File: src/rtl/traffic_ctrl_multi.sv
// Multi-approach traffic-light controller: round-robin green with min/max
// green timing, fixed yellow and all-red clearance, and a maintenance flash mode.
module traffic_ctrl_multi #(
  parameter int unsigned N_DIR     = 4,
  parameter int unsigned CNT_W     = 8,
  parameter int unsigned GREEN_MIN = 5,
  parameter int unsigned GREEN_MAX = 20,
  parameter int unsigned YELLOW_T  = 2,
  parameter int unsigned ALLRED_T  = 1,
  parameter int unsigned FLASH_T   = 4,
  localparam int unsigned DIR_W    = (N_DIR > 1) ? $clog2(N_DIR) : 1
) (
  input  logic               clk,
  input  logic               reset,
  input  logic [N_DIR-1:0]   sensor,
  input  logic               flash,
  output logic [2*N_DIR-1:0] lights,
  output logic [DIR_W-1:0]   cur_dir,
  output logic [1:0]         state_o
);

  localparam logic [1:0] S_GREEN  = 2'b00;
  localparam logic [1:0] S_YELLOW = 2'b01;
  localparam logic [1:0] S_ALLRED = 2'b10;
  localparam logic [1:0] S_FLASH  = 2'b11;

  localparam logic [CNT_W-1:0] GMIN_LAST   = CNT_W'(GREEN_MIN - 1);
  localparam logic [CNT_W-1:0] GMAX_LAST   = CNT_W'(GREEN_MAX - 1);
  localparam logic [CNT_W-1:0] YELLOW_LAST = CNT_W'(YELLOW_T - 1);
  localparam logic [CNT_W-1:0] ALLRED_LAST = CNT_W'(ALLRED_T - 1);
  localparam logic [CNT_W-1:0] FLASH_LAST  = CNT_W'(FLASH_T - 1);

  logic [1:0]       state_q, state_d;
  logic [CNT_W-1:0] timer_q, timer_d;
  logic [DIR_W-1:0] cur_dir_q, cur_dir_d;
  logic             phase_q, phase_d;
  logic             force0_q, force0_d;

  logic             other_demand;
  logic             green_done;
  logic [DIR_W-1:0] next_dir;
  logic [DIR_W-1:0] probe;
  logic             found;

  always_comb begin
    other_demand = 1'b0;
    for (int unsigned i = 0; i < N_DIR; i++) begin
      if (DIR_W'(i) != cur_dir_q) other_demand = other_demand | sensor[i];
    end
  end

  assign green_done = (timer_q >= GMIN_LAST) && other_demand &&
                      (!sensor[cur_dir_q] || (timer_q >= GMAX_LAST));

  // First waiting approach after cur_dir in cyclic order; plain successor if none waits.
  always_comb begin
    next_dir = (cur_dir_q == DIR_W'(N_DIR - 1)) ? '0 : cur_dir_q + 1'b1;
    found    = 1'b0;
    probe    = '0;
    for (int unsigned k = 1; k < N_DIR; k++) begin
      probe = DIR_W'((32'(cur_dir_q) + k) % N_DIR);
      if (!found && sensor[probe]) begin
        found    = 1'b1;
        next_dir = probe;
      end
    end
  end

  always_comb begin
    state_d   = state_q;
    cur_dir_d = cur_dir_q;
    phase_d   = phase_q;
    force0_d  = force0_q;
    timer_d   = (&timer_q) ? timer_q : timer_q + 1'b1;
    if (flash) begin
      if (state_q != S_FLASH) begin
        state_d = S_FLASH;
        timer_d = '0;
        phase_d = 1'b0;
      end else if (timer_q == FLASH_LAST) begin
        timer_d = '0;
        phase_d = ~phase_q;
      end
    end else begin
      unique case (state_q)
        S_GREEN: if (green_done) begin
          state_d = S_YELLOW;
          timer_d = '0;
        end
        S_YELLOW: if (timer_q == YELLOW_LAST) begin
          state_d = S_ALLRED;
          timer_d = '0;
        end
        S_ALLRED: if (timer_q == ALLRED_LAST) begin
          state_d   = S_GREEN;
          timer_d   = '0;
          force0_d  = 1'b0;
          cur_dir_d = force0_q ? '0 : next_dir;
        end
        default: begin
          state_d  = S_ALLRED;
          timer_d  = '0;
          force0_d = 1'b1;
        end
      endcase
    end
  end

  always_ff @(posedge clk or negedge reset) begin
    if (!reset) begin
      state_q   <= S_GREEN;
      timer_q   <= '0;
      cur_dir_q <= '0;
      phase_q   <= 1'b0;
      force0_q  <= 1'b0;
    end else begin
      state_q   <= state_d;
      timer_q   <= timer_d;
      cur_dir_q <= cur_dir_d;
      phase_q   <= phase_d;
      force0_q  <= force0_d;
    end
  end

  always_comb begin
    lights = '0;
    for (int unsigned i = 0; i < N_DIR; i++) begin
      unique case (state_q)
        S_FLASH:  lights[2*i +: 2] = phase_q ? 2'b11 : 2'b01;
        S_ALLRED: lights[2*i +: 2] = 2'b10;
        S_YELLOW: lights[2*i +: 2] = (DIR_W'(i) == cur_dir_q) ? 2'b01 : 2'b10;
        default:  lights[2*i +: 2] = (DIR_W'(i) == cur_dir_q) ? 2'b00 : 2'b10;
      endcase
    end
  end

  assign cur_dir = cur_dir_q;
  assign state_o = state_q;

endmodule

File: config.mk
export PLATFORM = sky130hd
export DESIGN_NAME = traffic_ctrl_multi
export DESIGN_NICKNAME = d
export VERILOG_FILES = /design/src/rtl/traffic_ctrl_multi.sv
export SDC_FILE = /design/constraint.sdc
export NUM_CORES = 1
export LEC_CHECK = 0
export BUFFER_PORTS_ARGS = -buffer_cell sky130_fd_sc_hd__clkbuf_2
export CAP_MARGIN = 20
export CORE_MARGIN = 8
export CORE_UTILIZATION = 30
export CTS_CLUSTER_DIAMETER = 80
export CTS_CLUSTER_SIZE = 30
export DETAILED_ROUTE_END_ITERATION = 12
export PLACE_DENSITY = 0.55
export SYNTH_ARGS = -nofsm -noshare
export SYNTH_HDL_FRONTEND = slang
export SYNTH_SLANG_ARGS = --single-unit
export TNS_END_PERCENT = 20
File: constraint.sdc
create_clock -name clk -period 2.1 [get_ports clk]
set_clock_uncertainty 0.15 [all_clocks]
set_input_delay 0.105 -clock clk [delete_from_list [all_inputs] [get_ports clk]]
set_output_delay 0.105 -clock clk [all_outputs]
set_load 0.005 [all_outputs]
# == Word level (Yosys, flattened, before mapping) ==
# Index checks and enable logic that the tools add are counted.
# totals
ff_bits,14
latch_bits,0
ram_bits,0
romBits,0
input_bits,7
output_inout_bits,12
word_cells,109
n_memories,0
# classes
add_sub_neg,5
multipliers,0
div,0
order_cmp,6
n_eq_ne,18
shift,0
mux,50
n_bitwise,6
n_reduce_logical,19
# op_table
operator,count
8-bit two-way mux,7
2-bit two-way mux,19
2-bit case mux with 3 select lines,5
8-bit case mux with 3 select lines,1
1-bit two-way mux,13
2-bit by 3-bit < comparator with 1-bit output (second input constant),4
3-bit != test (second input constant),3
8-bit by 1-bit adder with 8-bit output (second input constant),1
1-bit binary-select mux with 2-bit select,4
8-bit by 1-bit == test with 1-bit output (second input constant),1
8-bit by 2-bit == test with 1-bit output (second input constant),1
8-bit by 3-bit >= comparator with 1-bit output (second input constant),1
8-bit by 5-bit >= comparator with 1-bit output (second input constant),1
8-bit zero test,1
8-bit AND reduction,1
2-bit == test (second input constant),3
3-bit AND reduction,2
2-bit by 1-bit adder with 2-bit output (second input constant),2
2-bit adder (second input constant),2
2-bit == test (first input constant),2
1-bit logical AND,4
2-bit zero test,2
2-bit != test (first input constant),2
2-bit != test (second input constant),2
other kinds (13),20

# == Logic depth before layout (Yosys ltp) ==
# Gate-level depths: netlist (run 1).
# logic_depth
ltp_word,13
ltp_mapped,9
mapped_depth_nobuf,7

# == Least setup slack after synthesis (run 1) ==
# No wires, ideal clock.
# synth_timing
path_type,reg2reg
startpoint,"register cur_dir_q[0], in the netlist cur_dir[0]"
endpoint,"register cur_dir_q[1], in the netlist cur_dir[1]"
setup_time_ns,0.126
arrival_time_ns,2.018
t_required_ns,1.824
setup_slack_ns,-0.193
path_stages_with_launch,10
n_path_buf,2
period_less_slack_ns,2.293
cell_sequence,dfrtp_1 -> buf_2 -> inv_1 -> ha_1 -> clkbuf_1 -> mux4_2 -> nand2b_1 -> o2bb2ai_1 -> a21oi_1 -> o22ai_1
# synth_via
elab_chain_cells,11
word_cells_on_any_way,22
cone_classes,add/sub (4); eq/ne (1); mux (13); reduce/logical (4)
# synth_lines
element,line,source
"start, declared",35,"logic [DIR_W-1:0] cur_dir_q, cur_dir_d;"
"start signal, assigned",119,cur_dir_q <= cur_dir_d;
2-bit by 1-bit adder with 2-bit output,"57, 61",
1-bit binary-select mux with 2-bit select,62,if (!found && sensor[probe]) begin
1-bit two-way mux (implied by the code),62,
1-bit two-way mux,62,
1-bit zero test,62,
1-bit logical AND,62,
1-bit two-way mux,62,
1-bit zero test,62,
1-bit logical AND,62,
2-bit two-way mux *,62,
2-bit two-way mux *,98,cur_dir_d = force0_q ? '0 : next_dir;
# Mark *: on every way between the ends. The rest lies on a longest branch, timed or not. The select of a mux whose other input is x is not followed.
# A chain may end at the register's enable or synchronous reset.

# == Final worst setup path (run 1) ==
# layout_timing
startpoint,"register cur_dir_q[0], in the netlist cur_dir[0]"
endpoint,register timer_q[5]
# layout_via
elab_chain_cells,13
word_cells_on_any_way,20
cone_classes,eq/ne (3); mux (9); bitwise (3); reduce/logical (5)
# layout_lines
element,line,source
2-bit nonzero test,48,if (DIR_W'(i) != cur_dir_q) other_demand = other_demand | sensor[i];
1-bit two-way mux,48,
1-bit bitwise OR,48,
1-bit two-way mux,48,
1-bit bitwise OR,48,
1-bit two-way mux,48,
1-bit bitwise OR,48,
1-bit two-way mux,48,
1-bit logical AND,52,assign green_done = (timer_q >= GMIN_LAST) && other_demand &&
1-bit logical AND *,52,
8-bit two-way mux *,86,S_GREEN: if (green_done) begin
8-bit case mux with 3 select lines *,85,unique case (state_q)
8-bit two-way mux *,75,if (flash) begin
named net timer_d[5],34,"logic [CNT_W-1:0] timer_q, timer_d;"
"end signal, assigned",118,timer_q <= timer_d;
"end, declared",34,
# Mark *: on every way through the listed nets, which the timed path passes. The rest lies on a longest branch. The select of a mux whose other input is x is not followed.

==> run_results.csv, run 1 <==
group,metric,value,unit
worst_setup_path,critical-path-max-stage-delay,0.43,ns
worst_setup_path,cp-end-kind,"flip-flop",
grt,grt.overflow.total,0,
sta,final_hold_viol_count,0,
synthesis,edff_count_synth,0,
cts,clk_pin_slew_worst_paths,0.06,ns
final_layout,area_growth,20.9,%
routing,vias_per_cell,5.44,
worst_setup_path,start_kind,"flip-flop",
min_path,whs_endpoint,"phase_q$_DFFE_PN0P_",
floorplanning,die_height,79.9,µm
sta,fin_crit_sh,0.945,
routing,detail_route.first_pass.iterations,4,
sta,worstMarginPinSlew,0.360,ns
cts,numClockSinks,14,
worst_setup_path,cell_count_of_the_worst_reg_to_reg_path,7,
synthesis,synth.lib_cells_used.distinct,39,
floorplanning,io_pins,19,
sta,highest_clock_rate,0.504,GHz
synthesis,synthAdderAreaFrac,0.0715,
worst_setup_path,cp_max_fo,8,
cts,clk_latency,0.24,ns
floorplanning,die-width,79.9,µm
floorplanning,core_region_area,3970,µm²
final_layout,regArea,350,µm²
synthesis,ys_seq_elements,14,
synthesis,largest_family_of_logic_cells_by_synthesized_area,"simple AND/OR/NAND/NOR gates",
cts,cts-buffers-inserted,3,
final_layout,final_core_utilization,0.373,
placed_design,gpl.final_weighted_congestion,0.877,
cts,cts_htree_levels,1,
final_layout,layout.nets,181,
worst_setup_path,worst_ep_required_time,2.11,ns
sta,fin_ws,0.114,ns
placed_design,portBuffers,18,
synthesis,synthXorXnorAreaFrac,0.00715,
cts,clock_tree_from_tritoncts,"yes",
synthesis,netlist_instances,143,
sta,setup-violations-final,0,
floorplanning,fp-row-count,23,
final_layout,antenna_cells_inserted,0,
grt,first_global_vias,1118,
power,max-vdd-ir-drop,0.000451,V
grt,grt.total_usage,0.100,
synthesis,compound_gate_fraction_of_synth_area,0.211,
synthesis,synth_warnings,0,
routing,route.antenna.remaining_nets,0,
floorplanning,start_util,0.308,
worst_setup_path,worst_r2r_endpoint,"timer_q[5]$_DFF_PN0_",
run_status,result_of_the_run,"completed",
placed_design,preCtsSetupSlack,0.0682,ns
routing,routed-via-count,1169,
worst_setup_path,worst_path_max_delay_cell,"dfrtp_1",
final_layout,num-fill-cells,404,
final_layout,multiInputGateArea,833,µm²
sta,fin_worst_hold_slack,0.0181,ns
grt,largest_net_degree_at_the_start_of_global_routing,15,
worst_setup_path,worst_reg2reg_path_startpoint,"cur_dir[0]$_DFFE_PN0P_",
routing,routed_wire_length_per_instance,14.2,µm
power,p_total,1.66,mW
routing,routed_wirelength,3050,µm
worst_setup_path,worstSetupPathType,"flip-flop to flip-flop",
synthesis,cell_area_after_synthesis,1220,µm²
synthesis,synth.yosys.seq_area_share,0.286,
floorplanning,die_footprint,6380,µm²
synthesis,synth_top_area_cell,"dfrtp_1",
grt,grt_first_pass_wirelength,5240,µm
worst_setup_path,worstSetupStartpoint,"cur_dir[0]$_DFFE_PN0P_",
worst_setup_path,reg2reg_setup_slack,0.11,ns
flow_run,max_cap_violation_count,0,
sta,slew_headroom,0.760,
min_path,hp-start,"flash",
synthesis,synth_nets,157,
power,power.static_leakage,0.645,nW
cts,root_buffer,"clkbuf_8",
sta,timing.final.crit_period,1.99,ns
synthesis,mux_cell_area_share_after_synthesis,0.0940,
sta,rsz0062_at_grt,"false",
synthesis,synth_largest_type_area_fraction,0.286,
routing,post-route-drc-count,0,
synthesis,post_synth_simple_gate_area,0.277,
grt,number_of_antenna_violations_at_the_first_check_in_global_routing,0,
synthesis,post_synth_main_area_contributors,"dfrtp_1 (29%), ha_1 (7.2%), mux4_2 (5.5%), nand2b_1 (5.1%), nor2_1 (4.6%)",
synthesis,avgSynthCellArea,8.57,µm²
min_path,worstHoldPathCells,2,
cts,clk_path_buf_depth,2,
sta,final-max-slew-violation-count,0,
routing,first_iter_violations,77,
sta,tns,0,ns
worst_setup_path,timing.critical_path.arrival,2.00,ns
synthesis,share_of_async_settable_or_async_resettable_flops_after_synthesis,1.00,
worst_setup_path,cell_by_cell_listing_of_the_critical_path,"inv_2, ha_1, nand2b_1, o2111ai_1, and4_4, a211o_4, nor3_2",
final_layout,final_layout_size_suffix_gt1_frac,0.291,
placed_design,post-dp-hpwl,2340,µm
synthesis,yosys_most_used_dff,"dfrtp_1",
power,power.density_cell_area,1120,nW/µm²
min_path,min_path_type,"input port to flip-flop",
-- flip-flops by register name (all words and copies together) (netlist names) --
register / count
cur_dir: 2
timer_q: 8
force0_q: 1
state_o: 2
phase_q: 1
-- layout make-up --
type                            count  area share
Multi-Input combinational cell    113       0.563
Clock buffer                        3      0.0279
Tap cell                           50      0.0422
Sequential cell                    14       0.236
Timing Repair Buffer               27       0.111
Inverter                            8      0.0203
-- cell usage after synthesis, drive strengths merged, types with 3 or more instances --
cell type,n
nand3,9
a21oi,11
buf,6
ha,7
nand2b,10
mux4,4
nor2,15
nand2,9
o21a,4
o21ai,7
a31oi,3
nor3,4
inv,8
o22ai,3
dfrtp,14
and3,4
-- stage by stage --
stage                     area, µm²  instances
final                          1480        215
after detailed placement       1410        211
after global routing           1480        215
after floorplan                1250        143
after CTS                      1460        215
after global placement         1410        211
-- timing repair --
item,4_1_cts,5_1_grt
hold endpoints to repair,14,0
gates resized for setup,0,7
hold buffers,1,0
buffers inserted,0,0
endpoints found under the setup margin,0,3
-- per-layer routing --
metal / up-vias / share of wire / GRT usage
met5: - / 0 / 0
met4: 0 / 0.010 / 0.0273
met3: 4 / 0.061 / 0.0360
met2: 17 / 0.45 / 0.162
met1: 575 / 0.48 / 0.122
li1: 573 / - / -
-- cell usage in the layout (no fill, tap or decap), types with 2 or more instances in the layout --
cell type   n
o22ai_1     3
inv_1       6
dfrtp_1    14
mux4_2      4
clkbuf_2   18
nor3_2      3
a31oi_1     3
clkbuf_8    3
nand2_1     9
inv_2       2
nor2_1     15
buf_4       7
o2111ai_1   2
nand4_1     2
nand2b_1    9
nand3_1     9
o21a_1      4
and3_1      4
a21oi_1    11
nor3b_1     2
ha_1        5
o41ai_1     2
o21ai_0     7
-- worst max path at each step --
stage	end	slack, ns	cells after the start
after floorplan	cur_dir[1]$_DFFE_PN0P_	0.001	9
after global placement	cur_dir[0]$_DFFE_PN0P_	0.09	5
after detailed placement	cur_dir[1]$_DFFE_PN0P_	0.07	7
after CTS	cur_dir[1]$_DFFE_PN0P_	0.05	7
after global routing	timer_q[5]$_DFF_PN0_	0.01	7
final	timer_q[5]$_DFF_PN0_	0.11	7
-- critical path, delay by kind of cell, from the launching register on --
family	cells	cell delay [ns]
buffers and inverters	1	0.12
AOI/OAI and AO/OA	2	0.49
DFF	1	0.43
and+or+nand+nor	3	0.52
adders and majority gates	1	0.20
-- kinds of logic (layout without fill, tap and decap cells) --
logic type,after synthesis,after routing
AND/OR/NAND/NOR,60,60
flip-flops,14,14
adder cells (fa/ha/maj),7,7
AO/OA/AOI/OAI,39,39
multiplexers,6,6
XOR/XNOR,1,1
buffers and inverters,16,38
-- where the power goes --
part           switching (mW)  leakage, nW  internal [mW]
clock                  0.0904       0.0216          0.127
sequential             0.0901        0.183          0.335
combinational           0.511        0.441          0.510
total                   0.692        0.645          0.972
Note: power is estimated with default switching activity, not from simulation.
==> run 2, diff against run 1 <==
RECOVER_POWER = 100   (was not set)
==> run 2 against run 1 <==
Sequential power about the same. Global-route usage did not move. First-iteration DRC count shrank 1.3%. Combinational power barely moved. Design area down 1.2%. Critical path depth unchanged. Cell count unchanged. Critical path type unchanged. Critical endpoint is now timer_q[6]$_DFF_PN0_. Largest cell class unchanged. Highest routed layer unchanged.
==> run_results.csv, run 2 (synthesis results as in run 1) <==
group,metric,value,unit
min_path,whs_endpoint,"phase_q$_DFFE_PN0P_",
power,power_switching,0.693,mW
power,clockPowerShare,0.132,
final_layout,mostFrequentLayoutCell,"nor2_1",
final_layout,layout.nets,181,
grt,grt.total_usage,0.100,
cts,cts-buffers-inserted,3,
sta,fin_crit_sh,0.951,
sta,final-max-slew-violation-count,0,
worst_setup_path,critical-path-max-stage-delay,0.42,ns
sta,highest_clock_rate,0.501,GHz
final_layout,max_reg_flops,8,
worst_setup_path,timing.critical_path.arrival,2.00,ns
placed_design,dpl.cell_count,211,
grt,grt.overflow.total,0,
min_path,worstHoldPathCells,2,
worst_setup_path,crit_family,"simple AND/OR/NAND/NOR gates",
worst_setup_path,worst_r2r_endpoint,"timer_q[6]$_DFF_PN0_",
min_path,min_path_type,"input port to flip-flop",
floorplanning,die_height,79.9,µm
placed_design,post-dp-hpwl,2340,µm
sta,rsz0062_at_grt,"false",
power,p_comb_frac,0.611,
cts,clk_path_buf_depth,2,
power,power.switching_fraction,0.420,
flow_run,max_cap_violation_count,0,
final_layout,final_layout_size_suffix_gt1_frac,0.230,
worst_setup_path,cp-end-kind,"flip-flop",
cts,numClockSinks,14,
worst_setup_path,worstSetupPathType,"flip-flop to flip-flop",
routing,routed_wirelength,3040,µm
final_layout,area_growth,19.5,%
placed_design,portBuffers,18,
routing,first_iter_violations,76,
power,power.density_cell_area,1130,nW/µm²
placed_design,gpl.final_weighted_congestion,0.877,
final_layout,antenna_cells_inserted,0,
routing,vias_per_cell,5.49,
routing,detail_route.first_pass.iterations,4,
routing,routed-via-count,1181,
worst_setup_path,worst_path_max_delay_cell,"dfrtp_1",
worst_setup_path,cell_by_cell_listing_of_the_critical_path,"inv_2, ha_1, nand2b_1, o2111ai_1, and4_4, a211o_4, nor3_1",
worst_setup_path,cp.buffers_inverters,1,
cts,clk_pin_slew_worst_paths,0.06,ns
min_path,hp-start,"flash",
final_layout,multiInputGateArea,826,µm²
cts,cts_htree_levels,1,
grt,grt_first_pass_wirelength,5240,µm
sta,timing.final.crit_period,2.00,ns
grt,first_global_vias,1118,
floorplanning,die-width,79.9,µm
worst_setup_path,worst_reg2reg_path_startpoint,"cur_dir[0]$_DFFE_PN0P_",
sta,fin_worst_hold_slack,0.0166,ns
final_layout,max_flop_register,"timer_q",
floorplanning,fp-row-count,23,
final_layout,num-fill-cells,408,
floorplanning,start_util,0.308,
floorplanning,die_footprint,6380,µm²
power,seq_power_share,0.257,
sta,worstMarginPinSlew,0.787,ns
routing,routed_wire_length_per_instance,14.2,µm
sta,tns,0,ns
cts,clock_tree_from_tritoncts,"yes",
grt,largest_net_degree_at_the_start_of_global_routing,15,
power,intPower,0.957,mW
worst_setup_path,reg2reg_setup_slack,0.10,ns
worst_setup_path,worst_ep_required_time,2.11,ns
routing,post-route-drc-count,0,
sta,final_hold_viol_count,0,
final_layout,layout.cells.non_filler,215,
floorplanning,io_pins,19,
sta,setup-violations-final,0,
worst_setup_path,cell_count_of_the_worst_reg_to_reg_path,7,
cts,root_buffer,"clkbuf_8",
final_layout,regArea,350,µm²
worst_setup_path,cp_max_fo,8,
worst_setup_path,start_kind,"flip-flop",
sta,slew_headroom,0.475,
cts,clk_latency,0.24,ns
final_layout,layout_common_cells,"nor2_1 (15), dfrtp_1 (14), a21oi_1 (11)",
power,max-vdd-ir-drop,0.000452,V
run_status,result_of_the_run,"completed",
routing,route.antenna.remaining_nets,0,
power,power.static_leakage,0.622,nW
grt,number_of_antenna_violations_at_the_first_check_in_global_routing,0,
floorplanning,core_region_area,3970,µm²
final_layout,final_core_utilization,0.369,
## run 2: worst max-delay path by stage
stage	startpoint	end	slack [ns]	cells past startpoint
6_report	cur_dir[0]$_DFFE_PN0P_	timer_q[6]$_DFF_PN0_	0.10	7
5_1_grt	cur_dir[0]$_DFFE_PN0P_	timer_q[6]$_DFF_PN0_	0.01	7
4_1_cts	cur_dir[0]$_DFFE_PN0P_	cur_dir[1]$_DFFE_PN0P_	0.05	7
3_5_place_dp	cur_dir[0]$_DFFE_PN0P_	cur_dir[1]$_DFFE_PN0P_	0.07	7
3_3_place_gp	cur_dir[0]$_DFFE_PN0P_	cur_dir[0]$_DFFE_PN0P_	0.09	5
2_1_floorplan	cur_dir[0]$_DFFE_PN0P_	cur_dir[1]$_DFFE_PN0P_	0.001	9
## run 2: worst register-to-register path, cell delays in order (launching register included)
cell and delay [ns]:
dfrtp_1 0.42, inv_2 0.11, ha_1 0.20, nand2b_1 0.12, o2111ai_1 0.11, and4_4 0.22
a211o_4 0.38, nor3_1 0.20
## run 2: area by class of cell
type                            count  share of cell area
Timing Repair Buffer               27               0.105
Sequential cell                    14               0.239
Inverter                            8              0.0205
Clock buffer                        3              0.0282
Tap cell                           50              0.0427
Multi-Input combinational cell    113               0.564
## run 2: routing by layer
layer / track usage / up-vias / part of all wire / routed length, µm
met2: 0.162 / 23 / 0.45 / 1370
met4: 0.0273 / 0 / 0.010 / 31
li1: - / 571 / - / -
met1: 0.122 / 583 / 0.47 / 1440
met5: 0 / - / 0 / 0
met3: 0.0360 / 4 / 0.065 / 197
## run 2: power groups by stage
stage	clock network (mW)	registers (mW)	logic (mW)
after detailed placement	0	0.426	0.976
after floorplan	0	0.408	0.719
final	0.218	0.425	1.01
after CTS	0.231	0.421	0.984
after global routing	0.238	0.440	1.13
after global placement	0	0.422	0.946
## run 2: what timing repair did
action / CTS / global route
endpoints found under the hold margin: 14 / 0
endpoints found under the setup margin: 0 / 3
gates resized for setup: 0 / 7
hold buffers: 1 / 0
setup buffers: 0 / 0
## run 2: through the flow
step                power [mW]  setup WS, ns  instance area (µm²)
floorplan                 1.13       0.00147                 1250
global placement          1.37        0.0901                 1410
detailed placement        1.40        0.0682                 1410
CTS                       1.64        0.0478                 1460
global route              1.80       0.00950                 1460
finish                    1.65         0.102                 1460
